<file path="src/rtl/vram_arbiter.sv">
// vram_arbiter: shares the single-port video RAM between the display fetch
// path and a host write port. The display always wins when it asks.
// Host writes are queued in a small posted-write FIFO and drain only
// outside the visible window.
module vram_arbiter #(
  parameter int ADDR_WIDTH = 17,
  parameter int DATA_WIDTH = 8,
  parameter int FIFO_DEPTH = 4
) (
  input  logic                        clk_i,
  input  logic                        rst_i,
  input  logic                        horizontal_active_video_i,
  input  logic                        vertical_active_video_i,
  input  logic                        disp_req_i,
  input  logic [ADDR_WIDTH-1:0]       disp_addr_i,
  output logic [DATA_WIDTH-1:0]       disp_data_o,
  output logic                        disp_valid_o,
  input  logic                        host_wr_valid_i,
  output logic                        host_wr_ready_o,
  input  logic [ADDR_WIDTH-1:0]       host_wr_addr_i,
  input  logic [DATA_WIDTH-1:0]       host_wr_data_i,
  output logic                        ram_en_o,
  output logic                        ram_we_o,
  output logic [ADDR_WIDTH-1:0]       ram_addr_o,
  output logic [DATA_WIDTH-1:0]       ram_wdata_o,
  input  logic [DATA_WIDTH-1:0]       ram_rdata_i,
  output logic [$clog2(FIFO_DEPTH):0] fifo_level_o
);

  localparam int PTR_WIDTH = $clog2(FIFO_DEPTH);
  localparam int LVL_WIDTH = PTR_WIDTH + 1;
  localparam logic [LVL_WIDTH-1:0] FULL_LEVEL = LVL_WIDTH'(FIFO_DEPTH);

  typedef enum logic [1:0] {
    ARB_IDLE = 2'd0,
    ARB_DISP = 2'd1,
    ARB_HOST = 2'd2
  } arb_state_t;

  arb_state_t            state_reg;
  logic                  ram_en_reg;
  logic                  ram_we_reg;
  logic [ADDR_WIDTH-1:0] ram_addr_reg;
  logic [DATA_WIDTH-1:0] ram_wdata_reg;
  logic                  disp_valid_reg;
  logic [DATA_WIDTH-1:0] disp_hold_reg;

  logic [PTR_WIDTH-1:0]  wr_ptr_reg;
  logic [PTR_WIDTH-1:0]  rd_ptr_reg;
  logic [LVL_WIDTH-1:0]  level_reg;

  logic [ADDR_WIDTH-1:0] slot_addr [FIFO_DEPTH];
  logic [DATA_WIDTH-1:0] slot_data [FIFO_DEPTH];

  logic window;
  logic fifo_empty;
  logic fifo_full;
  logic push;
  logic grant_disp;
  logic grant_host;

  assign window     = horizontal_active_video_i & vertical_active_video_i;
  assign fifo_empty = (level_reg == '0);
  assign fifo_full  = (level_reg == FULL_LEVEL);

  // Ready comes from the registered level only, so a pop on a full FIFO
  // re-opens the port one cycle later rather than allowing push-through.
  assign host_wr_ready_o = !rst_i && !fifo_full;
  assign push            = host_wr_valid_i & host_wr_ready_o;

  // Display has absolute priority; the host only drains during blanking.
  assign grant_disp = disp_req_i;
  assign grant_host = !disp_req_i && !window && !fifo_empty;

  // Posted-write storage: one slot register set per FIFO entry.
  for (genvar gi = 0; gi < FIFO_DEPTH; gi++) begin : g_fifo_slot
    logic [ADDR_WIDTH-1:0] addr_reg;
    logic [DATA_WIDTH-1:0] data_reg;

    // Capture an accepted host write when the write pointer points here
    always_ff @(posedge clk_i) begin
      if (push && (wr_ptr_reg == PTR_WIDTH'(gi))) begin
        addr_reg <= host_wr_addr_i;
        data_reg <= host_wr_data_i;
      end
    end

    assign slot_addr[gi] = addr_reg;
    assign slot_data[gi] = data_reg;
  end

  // FIFO pointers and occupancy; pop coincides with the host grant decision
  always_ff @(posedge clk_i) begin
    if (rst_i) begin
      wr_ptr_reg <= '0;
      rd_ptr_reg <= '0;
      level_reg  <= '0;
    end else begin
      if (push) begin
        wr_ptr_reg <= wr_ptr_reg + PTR_WIDTH'(1);
      end
      if (grant_host) begin
        rd_ptr_reg <= rd_ptr_reg + PTR_WIDTH'(1);
      end
      case ({push, grant_host})
        2'b10:   level_reg <= level_reg + LVL_WIDTH'(1);
        2'b01:   level_reg <= level_reg - LVL_WIDTH'(1);
        default: level_reg <= level_reg;
      endcase
    end
  end

  // Arbiter FSM: the state and RAM strobes describe the access issued next cycle
  always_ff @(posedge clk_i) begin
    if (rst_i) begin
      state_reg      <= ARB_IDLE;
      ram_en_reg     <= 1'b0;
      ram_we_reg     <= 1'b0;
      ram_addr_reg   <= '0;
      ram_wdata_reg  <= '0;
      disp_valid_reg <= 1'b0;
      disp_hold_reg  <= '0;
    end else begin
      // A display read in flight this cycle returns its word next cycle.
      disp_valid_reg <= (state_reg == ARB_DISP);
      if (disp_valid_reg) begin
        disp_hold_reg <= ram_rdata_i;
      end
      if (grant_disp) begin
        state_reg    <= ARB_DISP;
        ram_en_reg   <= 1'b1;
        ram_we_reg   <= 1'b0;
        ram_addr_reg <= disp_addr_i;
      end else if (grant_host) begin
        state_reg     <= ARB_HOST;
        ram_en_reg    <= 1'b1;
        ram_we_reg    <= 1'b1;
        ram_addr_reg  <= slot_addr[rd_ptr_reg];
        ram_wdata_reg <= slot_data[rd_ptr_reg];
      end else begin
        state_reg  <= ARB_IDLE;
        ram_en_reg <= 1'b0;
        ram_we_reg <= 1'b0;
      end
    end
  end

  assign ram_en_o     = ram_en_reg;
  assign ram_we_o     = ram_we_reg;
  assign ram_addr_o   = ram_addr_reg;
  assign ram_wdata_o  = ram_wdata_reg;
  assign disp_valid_o = disp_valid_reg;
  assign fifo_level_o = level_reg;

  // The RAM's own output register supplies the word in the valid cycle;
  // outside valid cycles the last delivered word is held.
  assign disp_data_o = disp_valid_reg ? ram_rdata_i : disp_hold_reg;

endmodule

</file>
<file path="config.mk">
export PLATFORM = sky130hd
export DESIGN_NAME = vram_arbiter
export DESIGN_NICKNAME = d
export VERILOG_FILES = /design/src/rtl/vram_arbiter.sv
export SDC_FILE = /design/constraint.sdc
export NUM_CORES = 1
export LEC_CHECK = 0
export BUFFER_PORTS_ARGS = -buffer_cell sky130_fd_sc_hd__buf_2
export CAP_MARGIN = 20
export CORE_ASPECT_RATIO = 0.6
export CORE_MARGIN = 1.5
export CORE_UTILIZATION = 50
export DETAILED_ROUTE_END_ITERATION = 8
export PLACE_DENSITY = 0.68
export SLEW_MARGIN = 20
export SYNTH_ARGS = -nofsm -noshare
export SYNTH_HDL_FRONTEND = slang
export SYNTH_SLANG_ARGS = --single-unit
</file>
<file path="constraint.sdc">
create_clock -name clk_i -period 2.4 [get_ports clk_i]
set_input_delay 0.12 -clock clk_i [delete_from_list [all_inputs] [get_ports clk_i]]
set_output_delay 0.12 -clock clk_i [all_outputs]
set_load 0.01 [all_outputs]
</file>
Word level (Yosys, flattened, before mapping):

Index checks and enable logic that the tools add are counted.
Widths: inputs -> output; s select.

* $add $sub $neg: 4
* order comparisons: 1
* eq/ne operators: 7
* mux-type cells: 14
* bitwise logic cells: 4
* reduce and logical (&&, ||, !) cells: 18

Operator list (number)
* $mux 17: 4
* $bmux 17 s2: 1
* $mux 8: 3
* $bmux 8 s2: 1
* $logic_and 1x1->1: 7
* $eq 2x1->1 const B: 3
* $eq 2x2->1 const B: 3
* $pmux 3 s2: 1
* $logic_not 1->1: 5
* $add 2x1->2 const B: 2
* $reduce_bool 2->1: 2
* $add 3x1->3 const B: 1
* $eq 3x3->1 const B: 1
* $ge 3x3->1 const B: 1
* $logic_not 3->1: 1
* $mux 1: 3
* $not 2->3: 1
* $sub 3x1->3 const B: 1
* $and 1x1->1: 2
* $logic_not 2->1: 1
* $mux 2: 1
* $reduce_and 2->1: 1
* $reduce_or 2->1: 1
* $not 1->1: 1

* flip-flop bits (word level): 145
* input port bits: 56
* output and inout bits: 40
* word-level logic and storage cells: 67

Depth between registers and ports, before layout:

Gate-level depths: netlist (run 1).

* word-level depth: 6
* mapped depth: 10
* mapped depth without buffers: 9

Worst setup path before layout (run 1):

Ideal clock, no wire load.

* path type: reg2reg
* from: register level_reg[2], in the netlist fifo_level_o[2]
* to: register level_reg[2], in the netlist fifo_level_o[2]
* setup time: 71 ps
* data arrival time: 2048 ps
* data required time: 2329 ps
* setup slack: 281 ps
* cell stages (with the launch flop): 10
* buffers on the path: 0
* period minus slack after synthesis: 2119 ps
* cell sequence: dfxtp_1 -> nor3b_1 -> nor3b_2 -> inv_1 -> ha_1 -> inv_1 -> fa_1 -> xor2_1 -> or3_1 -> a21oi_1

* word-level cells in the longest chain between the ends: 6
* elaborated cells between the ends (all ways): 13
* classes of those cells: add/sub (2); eq/ne (3); mux (1); bitwise (1); reduce/logical (6)

RTL lines
* start, declared: RTL line 50 `logic [LVL_WIDTH-1:0] level_reg;`
* start signal, assigned: RTL line 106 `2'b10: level_reg <= level_reg + LVL_WIDTH'(1);`
* start signal, assigned: RTL line 107 `2'b01: level_reg <= level_reg - LVL_WIDTH'(1);`
* start signal, assigned: RTL line 108 `default: level_reg <= level_reg;`
* $eq 3x3->1: RTL line 64 `assign fifo_full = (level_reg == FULL_LEVEL);`
* $logic_not 1->1: RTL line 68 `assign host_wr_ready_o = !rst_i && !fifo_full;`
* $logic_and 1x1->1: RTL line 68
* $and 1x1->1: RTL line 69 `assign push = host_wr_valid_i & host_wr_ready_o;`
* $eq 2x1->1 / $eq 2x2->1 (equally long branches): RTL line 105 `case ({push, grant_host})`
* $pmux 3 s2 / $reduce_bool 2->1 (equally long branches)

Parallel ways exist; a longest one is shown, timed or not.
A chain may end at the register's enable or synchronous reset.

Worst setup path after layout (run 1):

Same ends and word-level chain as after synthesis.

==> results of run 1 <==
-- timing repair --
| item | in CTS | in global routing |
|---|---|---|
| hold buffers | 38 | 0 |
| endpoints found under the hold margin | 113 | 0 |
| setup endpoints to repair | 0 | 0 |
-- cell type report --
cell class | instances | area [sq um] | area share
timing repair buffer | 148 | 993 | 0.138
clock buffer | 21 | 483 | 0.0673
clock inverter | 11 | 63.8 | 0.00889
sequential | 144 | 3880 | 0.541
multi-input combinational | 176 | 1550 | 0.215
tap | 139 | 174 | 0.0242
inverter | 9 | 33.8 | 0.00471
-- cell usage after synthesis --
cell type and n:
edfxtp_1 100, dfxtp_1 44, mux4_2 25, o21ai_0 20, nand3_1 19, nor2_1 19, a311oi_1 17, nand2_1 14
and2_1 13, a21oi_1 12, clkbuf_1 10, inv_1 9, mux2_2 9, a211oi_1 6, buf_2 5, ha_1 5
buf_1 3, buf_4 3, buf_6 3, or3_1 3, nor3b_1 2, xor2_1 2, a21o_1 1, a21o_4 1
a311oi_2 1, a31o_2 1, clkbuf_2 1, fa_1 1, mux2i_1 1, nor3_1 1, nor3_2 1, nor3b_2 1
o21ai_1 1
-- worst min path at each step --
stage	slack, ns	cells past startpoint	start	to
6_report	0.01	3	disp_addr_i[8]	ram_addr_o[8]
4_1_cts	0.003	3	disp_addr_i[8]	ram_addr_o[8]
2_1_floorplan	0.22	0	host_wr_addr_i[0]	g_fifo_slot[0].addr_reg[0]
3_5_place_dp	0.34	1	host_wr_data_i[1]	g_fifo_slot[2].data_reg[1]
3_3_place_gp	0.33	1	host_wr_data_i[5]	g_fifo_slot[3].data_reg[5]
5_1_grt	0.003	3	disp_addr_i[8]	ram_addr_o[8]
-- metrics by stage --
step           hold WS (ns)  cells  setup slack [ns]
6_report             0.0148    648             0.250
5_1_grt             0.00344    648             0.106
4_1_cts             0.00317    648             0.228
3_5_place_dp          0.340    578             0.243
3_3_place_gp          0.333    578             0.333
2_1_floorplan         0.219    354             0.281
-- critical path, cell delays in order (launching register included) --
cell and delay, ns:
dfxtp_1 0.41, nor3b_1 0.31, nor3b_2 0.10, inv_1 0.07, ha_1 0.17, inv_1 0.06, fa_1 0.37, xor2_1 0.15
or3_1 0.30, a21oi_1 0.13
-- power by group through the flow --
stage | clock network [mW] | registers, mW | logic, mW
final | 2.39 | 2.94 | 1.02
after floorplan | 0 | 2.98 | 0.659
after CTS | 2.42 | 2.94 | 1.04
after detailed placement | 0 | 2.99 | 0.984
after global placement | 0 | 2.98 | 0.964
after global routing | 2.54 | 2.96 | 1.13
-- logic make-up (layout without fill, tap and decap cells) --
group,count (synthesis),in the layout,share of synthesized area
xor+xnor,2,2,0.00313
fa+ha+maj,6,6,0.0148
mux,35,35,0.121
simple gates,73,73,0.0646
flops,144,144,0.694
compound gates,60,60,0.0725
buf+inv,34,189,0.0302
-- metal layers --
metal / wire length (um) / part of all wire / track usage / up-vias
met5: 0 / 0 / 0 / -
met4: 153 / 0.013 / 0.0813 / 0
met3: 711 / 0.059 / 0.0497 / 18
met2: 5910 / 0.49 / 0.354 / 95
met1: 5290 / 0.44 / 0.300 / 1784
li1: - / - / - / 1658
==> metrics.yaml, run 1 <==
timing:
  fin_crit_sh: 0.896
  rsz0062_at_grt: "no"
  final.setup.tns_ns: 0
  timing.fmax_mhz: 465
  clock_skew_ns: 0.0109
  final.min_clock_period_ns: 2.15
  worstMarginPinSlew_ns: 0.896
  slew_viol_final: 0
  setup_violations: 0
  slew_headroom: 0.403
  hold_violations: 0
placed_design:
  dpl_cell_area_sq_um: 6250
  numPortBuffers: 95
  gp_congestion: 0.702
  dp_hpwl_mm: 7.57
layout:
  fin_area_sq_um: 7180
  fillers: 753
  diodes: 0
  mostFrequentLayoutCells: "100 x edfxtp_1, 95 x buf_2, 43 x dfxtp_1, 38 x dlygate4sd3_1, 25 x mux4_2"
  largest_register_ffs: 68
  nets: 558
  fin_util: 0.668
  drive_gt1_frac: 0.356
  syn_to_final_growth_pct: 28.3
  final_common_cell: "edfxtp_1"
global_route:
  grt_pass1_vias: 3593
  grt_remaining_overflow: 0
  grt.total_usage: 0.220
  antenna_found_initial: 0
  grt_pass1_wl_mm: 19.2
  grt_max_degree: 38
routing:
  vias_per_cell: 5.49
  routed_wl_mm: 12.1
  drtPass1Iterations: 6
  ant_nets: 0
  first_iter_violations: 288
  wl_per_cell_um: 18.6
  via_count: 3555
  drt_drc_violations_left: 5
logic_synthesis:
  yosysTopAreaCell: "edfxtp_1"
  yosysWarnings: 0
  syn-cell-area_sq_um: 5590
  ys_ff_latch: 144
  ys_seq_area_frac: 0.694
  netlist_top_cells_area: "edfxtp_1 54%, dfxtp_1 16%, mux4_2 10%, a311oi_1 2.7%, mux2_2 1.8%"
  ys_types: 33
  synth_fp_nets: 416
  postSynthAreaPerCell_sq_um: 15.8
  yosysTopAreaCellShare: 0.537
  synthCells: 354
cts:
  cts_made_buffers: 17
  cts.sinks: 144
  htreeDepth: 4
  cts_buffer_depth: 2
  cts_tree: "yes"
  insertion_delay_ns: 0.41
  cts_resized: 0
  root_buffer: "clkbuf_16"
  path_clk_slew_ns: 0.06
  postCtsSetupBuffers: 0
status:
  status: "finished with violations"
  violations: "design-rule violations"
die:
  core_sq_um: 10700
  ios: 96
  initial_utilization: 0.521
  dieWidth_um: 140
  row_count: 29
  fp.dieH_um: 84.9
  die_area_sq_um: 11900
job:
  drv_cap: 0
worst_setup_path:
  crit-reg2reg-capture: "fifo_level_o[2]"
  endpoint: "fifo_level_o[2]"
  timing.rr.start: "fifo_level_o[2]"
  cp_max_fo: 6
  crit_path_start_kind: "register"
  critPathKind: "reg -> reg"
  required_ns: 2.74
  rr_worst_depth: 9
  crit_path_end_kind: "register"
  startpoint: "fifo_level_o[2]"
  arrival_ns: 2.49
  r2r_setup_slack_ns: 0.25
power:
  swShare: 0.256
  p_switching_mw: 1.62
  clockPowerShare: 0.376
  p_int_mw: 4.72
  p_per_area_nw_per_um2: 884
  peakVddDrop_v: 0.000608
  pwr-share-seq: 0.463
  static-leakage-power_nw: 2.66
  total_power_mw: 6.35
  p_comb_frac: 0.161
worst_hold_path:
  hold_class: "in -> reg"
(Power assumes the default switching activity.)
==> run 2, diff against run 1 <==
--- a/config.mk
+++ b/config.mk
@@ -11,7 +11,7 @@
 export CORE_MARGIN = 1.5
 export CORE_UTILIZATION = 50
 export DETAILED_ROUTE_END_ITERATION = 8
-export PLACE_DENSITY = 0.68
+export PLACE_DENSITY = 0.72
 export SLEW_MARGIN = 20
 export SYNTH_ARGS = -nofsm -noshare
 export SYNTH_HDL_FRONTEND = slang
==> run 2 against run 1 <==
  * The flow still finishes with violations (design-rule violations)
  * Via count increased by 1.5%
  * Register-to-register slack got worse by 0.095 ns
  * Die area unchanged
  * Clock skew decreased by 0.0012 ns
  * Clock-buffer cell count decreased by 3
  * Critical endpoint unchanged
  * Largest power group unchanged
==> metrics.yaml, run 2 (synthesis gave the netlist of run 1 again) <==
status:
  status: "finished with violations"  # unchanged
  violations: "design-rule violations"  # unchanged
routing:
  via_count: 3608  # was 3555
  routed_wl_mm: 12.2  # was 12.1 mm
  wl_met2_mm: 5.73  # was 5.91 mm
  drtPass1Iterations: 9  # was 6
  highest_layer: "met4"  # unchanged
  first_iter_violations: 290  # was 288
  drt_drc_violations_left: 5  # unchanged
  vias_per_cell: 5.56  # was 5.49
  wl_per_cell_um: 18.8  # was 18.6 um
  ant_nets: 0  # unchanged
  wl_met3_um: 816  # was 711 um
  wl_met1_mm: 5.57  # was 5.29 mm
timing:
  slew_viol_final: 0  # unchanged
  final.setup.worst_slack_ns: 0.154  # was 0.250 ns
  slew_headroom: 0.559  # was 0.403
  worstMarginPinSlew_ns: 0.661  # was 0.896 ns
  rsz0062_at_grt: "no"  # unchanged
  hold_violations: 0  # unchanged
  setup_violations: 0  # unchanged
  clock_skew_ns: 0.00970  # was 0.0109 ns
  timing.fmax_mhz: 445  # was 465 MHz
  final.setup.tns_ns: 0  # unchanged
  holdWs_ns: 0.0118  # was 0.0148 ns
  fin_crit_sh: 0.936  # was 0.896
  final.min_clock_period_ns: 2.25  # was 2.15 ns
job:
  drv_cap: 0  # unchanged
cts:
  cts_buffer_depth: 2  # unchanged
  root_buffer: "clkbuf_16"  # unchanged
  cts_tree: "yes"  # unchanged
  cts_made_buffers: 17  # unchanged
  cts.sinks: 144  # unchanged
  cts_resized: 0  # unchanged
  htreeDepth: 4  # unchanged
  insertion_delay_ns: 0.42  # was 0.41 ns
  path_clk_slew_ns: 0.06  # about the same
  postCtsSetupBuffers: 0  # unchanged
power:
  pwr-share-seq: 0.437  # was 0.463
  p_int_mw: 5.03  # was 4.72 mW
  p_comb_frac: 0.155  # was 0.161
  swShare: 0.250  # was 0.256
  static-leakage-power_nw: 2.68  # was 2.66 nW
  p_switching_mw: 1.68  # was 1.62 mW
  total_power_mw: 6.70  # was 6.35 mW
  peakVddDrop_v: 0.000602  # was 0.000608 V
  clockPowerShare: 0.407  # was 0.376
  p_per_area_nw_per_um2: 924  # was 884 nW/um^2
layout:
  diodes: 0  # unchanged
  drive_gt1_frac: 0.355  # was 0.356
  fin_area_sq_um: 7260  # was 7180 sq um
  fin_util: 0.676  # was 0.668
  mostFrequentLayoutCells: "100 x edfxtp_1, 95 x buf_2, 43 x dfxtp_1, 38 x dlygate4sd3_1, 25 x mux4_2"  # unchanged
  stdcell_count: 649  # was 648
  nets: 559  # was 558
  largest_register_ffs: 68  # unchanged
  syn_to_final_growth_pct: 29.7  # was 28.3%
  final_common_cell: "edfxtp_1"  # unchanged
worst_setup_path:
  critPathKind: "reg -> reg"  # unchanged
  crit_path_start_kind: "register"  # unchanged
  arrival_ns: 2.58  # was 2.49 ns
  crit_path_end_kind: "register"  # unchanged
  cp_max_fo: 6  # unchanged
  required_ns: 2.74  # about the same
placed_design:
  dpl_cell_area_sq_um: 6260  # was 6250 sq um
  numPortBuffers: 95  # unchanged
  placed_cells: 579  # was 578
  dp_hpwl_mm: 7.72  # was 7.57 mm
  place_ws_ns: 0.157  # was 0.243 ns
  gp_congestion: 0.760  # was 0.702
global_route:
  grt_pass1_wl_mm: 19.6  # was 19.2 mm
  grt_remaining_overflow: 0  # unchanged
  grt_max_degree: 38  # unchanged
  grt.total_usage: 0.219  # was 0.220
  antenna_found_initial: 0  # unchanged
  grt_pass1_vias: 3722  # was 3593
die:
  initial_utilization: 0.521  # unchanged
  die_area_sq_um: 11900  # unchanged
  core_sq_um: 10700  # unchanged
  row_count: 29  # unchanged
  ios: 96  # unchanged
  dieWidth_um: 140  # unchanged
  fp.dieH_um: 84.9  # unchanged
worst_hold_path:
  hold_class: "in -> reg"  # unchanged
run 2: changes by cell type in the layout (fill, tap and decap cells not counted):
cell and delta:
clkinv_1 +2, buf_4 +1, clkbuf_16 -2, clkbuf_1 -1, bufinv_16 +4, inv_6 +1
clkinv_4 +2, clkinv_2 -7, clkinvlp_4 +1
run 2: worst paths after layout:
kind                            slack [ns]            start               to  cells past startpoint
worst max-delay path                  0.15  fifo_level_o[2]  fifo_level_o[2]                      9
worst min-delay path                  0.01  disp_addr_i[11]   ram_addr_o[11]                      3
worst max register to register        0.15  fifo_level_o[2]  fifo_level_o[2]                      9
worst min register to register        0.42     state_reg[1]     disp_valid_o                      1
run 2: layout make-up:
class                   instances  area [sq um]
inverters                       9          33.8
repair buffers                149          1000
multi-input cells             176          1550
flip-flops and latches        144          3880
fillers                       721          3480
well taps                     139           174
clock inverters                14           190
clock buffers                  18           429
run 2: power groups by stage:
stage               registers, mW  clock network [mW]  logic (mW)
floorplan                    2.98                   0       0.659
finish                       2.93                2.73        1.04
global placement             2.97                   0       0.975
global route                 2.95                2.88        1.13
detailed placement           2.98                   0       0.993
CTS                          2.93                2.76        1.05
run 2: critical path: stages (launching register included):
cell,delay [ns]
dfxtp_1,0.41
nor3b_1,0.36
nor3b_2,0.11
inv_1,0.07
ha_1,0.17
inv_1,0.06
fa_1,0.37
xor2_1,0.16
or3_1,0.31
a21oi_1,0.15
run 2: metal layers:
layer,track usage,up-vias
met5,0,-
met2,0.347,132
met3,0.0593,10
li1,-,1652
met1,0.304,1814
met4,0.0574,0
run 2: what timing repair did:
item | CTS | global route
hold endpoints to repair | 113 | 0
setup endpoints to repair | 0 | 0
hold buffers | 38 | 0
==> run 3, diff against run 2 <==
--- a/config.mk
+++ b/config.mk
@@ -10,6 +10,7 @@
 export CORE_ASPECT_RATIO = 0.6
 export CORE_MARGIN = 1.5
 export CORE_UTILIZATION = 50
+export CTS_BUF_LIST = sky130_fd_sc_hd__clkbuf_4
 export DETAILED_ROUTE_END_ITERATION = 8
 export PLACE_DENSITY = 0.72
 export SLEW_MARGIN = 20
==> run 3 against run 2 <==
  * Register-to-register slack got worse by 0.03 ns
  * The flow still finishes with violations (design-rule violations)
  * Hold slack improved by 0.039 ns
  * Largest power group unchanged
  * Global-route usage increased by 0.63 points
  * Via count increased by 0.72%
  * Sequential share of layout area increased by 1.0 points
  * Worst setup slack got worse by 0.033 ns
  * Critical path type unchanged
  * Power decreased by 15%
==> metrics.yaml, run 3 (synthesis gave the netlist of run 1 again) <==
status:
  status: "finished with violations"  # unchanged
  violations: "design-rule violations"  # unchanged
timing:
  slew_headroom: 0.528  # was 0.559
  slew_viol_final: 0  # unchanged
  final.min_clock_period_ns: 2.28  # was 2.25 ns
  fin_crit_sh: 0.950  # was 0.936
  rsz0062_at_grt: "no"  # unchanged
  hold_violations: 0  # unchanged
  worstMarginPinSlew_ns: 0.708  # was 0.661 ns
  setup_violations: 0  # unchanged
  final.setup.tns_ns: 0  # unchanged
  timing.fmax_mhz: 439  # was 445 MHz
  clock_skew_ns: 0.0200  # was 0.00970 ns
cts:
  cts_resized: 0  # unchanged
  cts_made_buffers: 17  # unchanged
  postCtsSetupBuffers: 0  # unchanged
  htreeDepth: 4  # unchanged
  path_clk_slew_ns: 0.12  # was 0.06 ns
  insertion_delay_ns: 0.53  # was 0.42 ns
  cts_buffer_depth: 2  # unchanged
  ctsHoldBuffers: 54  # was 38
  cts.sinks: 144  # unchanged
  cts_tree: "yes"  # unchanged
  root_buffer: "clkbuf_4"  # was clkbuf_16
die:
  fp.dieH_um: 84.9  # unchanged
  dieWidth_um: 140  # unchanged
  die_area_sq_um: 11900  # unchanged
  row_count: 29  # unchanged
  initial_utilization: 0.521  # unchanged
  core_sq_um: 10700  # unchanged
  ios: 96  # unchanged
worst_setup_path:
  crit_top_cell: "inv_1"  # unchanged
  cp_max_fo: 6  # unchanged
  crit_slowest_cell: "dfxtp_1"  # unchanged
  crit_chain: "nor3b_1 -> nor3b_2 -> inv_1 -> ha_1 -> inv_1 -> fa_1 -> xor2_1 -> or3_1 -> a21oi_1"  # unchanged
  crit_path_end_kind: "register"  # unchanged
  slowest_delay_ns: 0.44  # was 0.41 ns
  cpLargestDelayFamily: "simple AND/OR/NAND/NOR gates"  # unchanged
  worst-path-buf-inv: 2  # unchanged
  critPathKind: "reg -> reg"  # unchanged
  arrival_ns: 2.73  # was 2.58 ns
  crit_path_start_kind: "register"  # unchanged
  required_ns: 2.85  # was 2.74 ns
layout:
  mostFrequentLayoutCells: "100 x edfxtp_1, 95 x buf_2, 54 x dlygate4sd3_1, 43 x dfxtp_1, 25 x mux4_2"  # was 100 x edfxtp_1, 95 x buf_2, 43 x dfxtp_1, 38 x dlygate4sd3_1, 25 x mux4_2
  final_common_cell: "edfxtp_1"  # unchanged
  syn_to_final_growth_pct: 27.4  # was 29.7%
  stdcell_count: 665  # was 649
  fillers: 752  # was 721
  fin_util: 0.663  # was 0.676
  drive_gt1_frac: 0.346  # was 0.355
  diodes: 0  # unchanged
  nets: 575  # was 559
  largest_register_ffs: 68  # unchanged
routing:
  wl_per_cell_um: 18.7  # was 18.8 um
  via_count: 3634  # was 3608
  first_iter_violations: 203  # was 290
  drt_drc_violations_left: 5  # unchanged
  routed_wl_mm: 12.4  # was 12.2 mm
  ant_nets: 0  # unchanged
  drtPass1Iterations: 9  # unchanged
  vias_per_cell: 5.46  # was 5.56
placed_design:
  gp_congestion: 0.760  # unchanged
  placed_cells: 579  # unchanged
  numPortBuffers: 95  # unchanged
  dp_hpwl_mm: 7.72  # unchanged
global_route:
  grtUsageMet2: 0.368  # was 0.347
  antenna_found_initial: 0  # unchanged
  grt-busiest-layer: "met2"  # unchanged
  grt.total_usage: 0.225  # was 0.219
  grt_pass1_wl_mm: 20.1  # was 19.6 mm
  grt_max_degree: 38  # unchanged
  grt_remaining_overflow: 0  # unchanged
  grtUsageMet1: 0.301  # was 0.304
  grt_pass1_vias: 3798  # was 3722
  use_met3: 0.0474  # was 0.0593
power:
  peakVddDrop_v: 0.000416  # was 0.000602 V
  static-leakage-power_nw: 2.62  # was 2.68 nW
  p_per_area_nw_per_um2: 800  # was 924 nW/um^2
job:
  drv_cap: 0  # unchanged
worst_hold_path:
  hold_class: "in -> reg"  # unchanged
## run 3: final timing paths
kind | start | endpoint | slack [ns] | depth (start not counted)
max | fifo_level_o[2] | fifo_level_o[2] | 0.12 | 9
min | disp_req_i | ram_addr_o[13] | 0.05 | 3
max reg2reg | fifo_level_o[2] | fifo_level_o[2] | 0.12 | 9
min reg2reg | state_reg[1] | disp_valid_o | 0.43 | 1
## run 3: through the flow
step                      cell area (sq um)  power [mW]  setup slack [ns]  hold WS [ns]
final                                  7120        5.70             0.121        0.0512
after global routing                   7120        5.94           0.00363        0.0237
after CTS                              7120        5.72             0.128        0.0124
after detailed placement               6260        3.97             0.157         0.338
after global placement                 6260        3.94             0.336         0.334
after floorplan                        5590        3.64             0.281         0.219
## run 3: final cells by class
type	instances	area [sq um]	area share
flip-flops and latches	144	3880	0.545
well taps	139	174	0.0244
repair buffers	165	1160	0.163
inverters	9	33.8	0.00474
multi-input cells	176	1550	0.217
clock inverters	14	190	0.0267
clock buffers	18	135	0.0190
## run 3: tightest hold or removal path, cell delays in order
cell	delay (ns)
buf_2	0.19
nand2_1	0.11
a311oi_2	0.10
## run 3: where the power goes
part / switching (mW) / internal (mW)
registers: 0.104 / 2.82
logic: 0.589 / 0.481
clock network: 0.865 / 0.837
total: 1.56 / 4.14
## run 3: layer usage
layer,share of wire,vias to the layer above
met5,0,-
met4,0.016,0
met3,0.071,17
met2,0.48,124
met1,0.43,1809
li1,-,1684
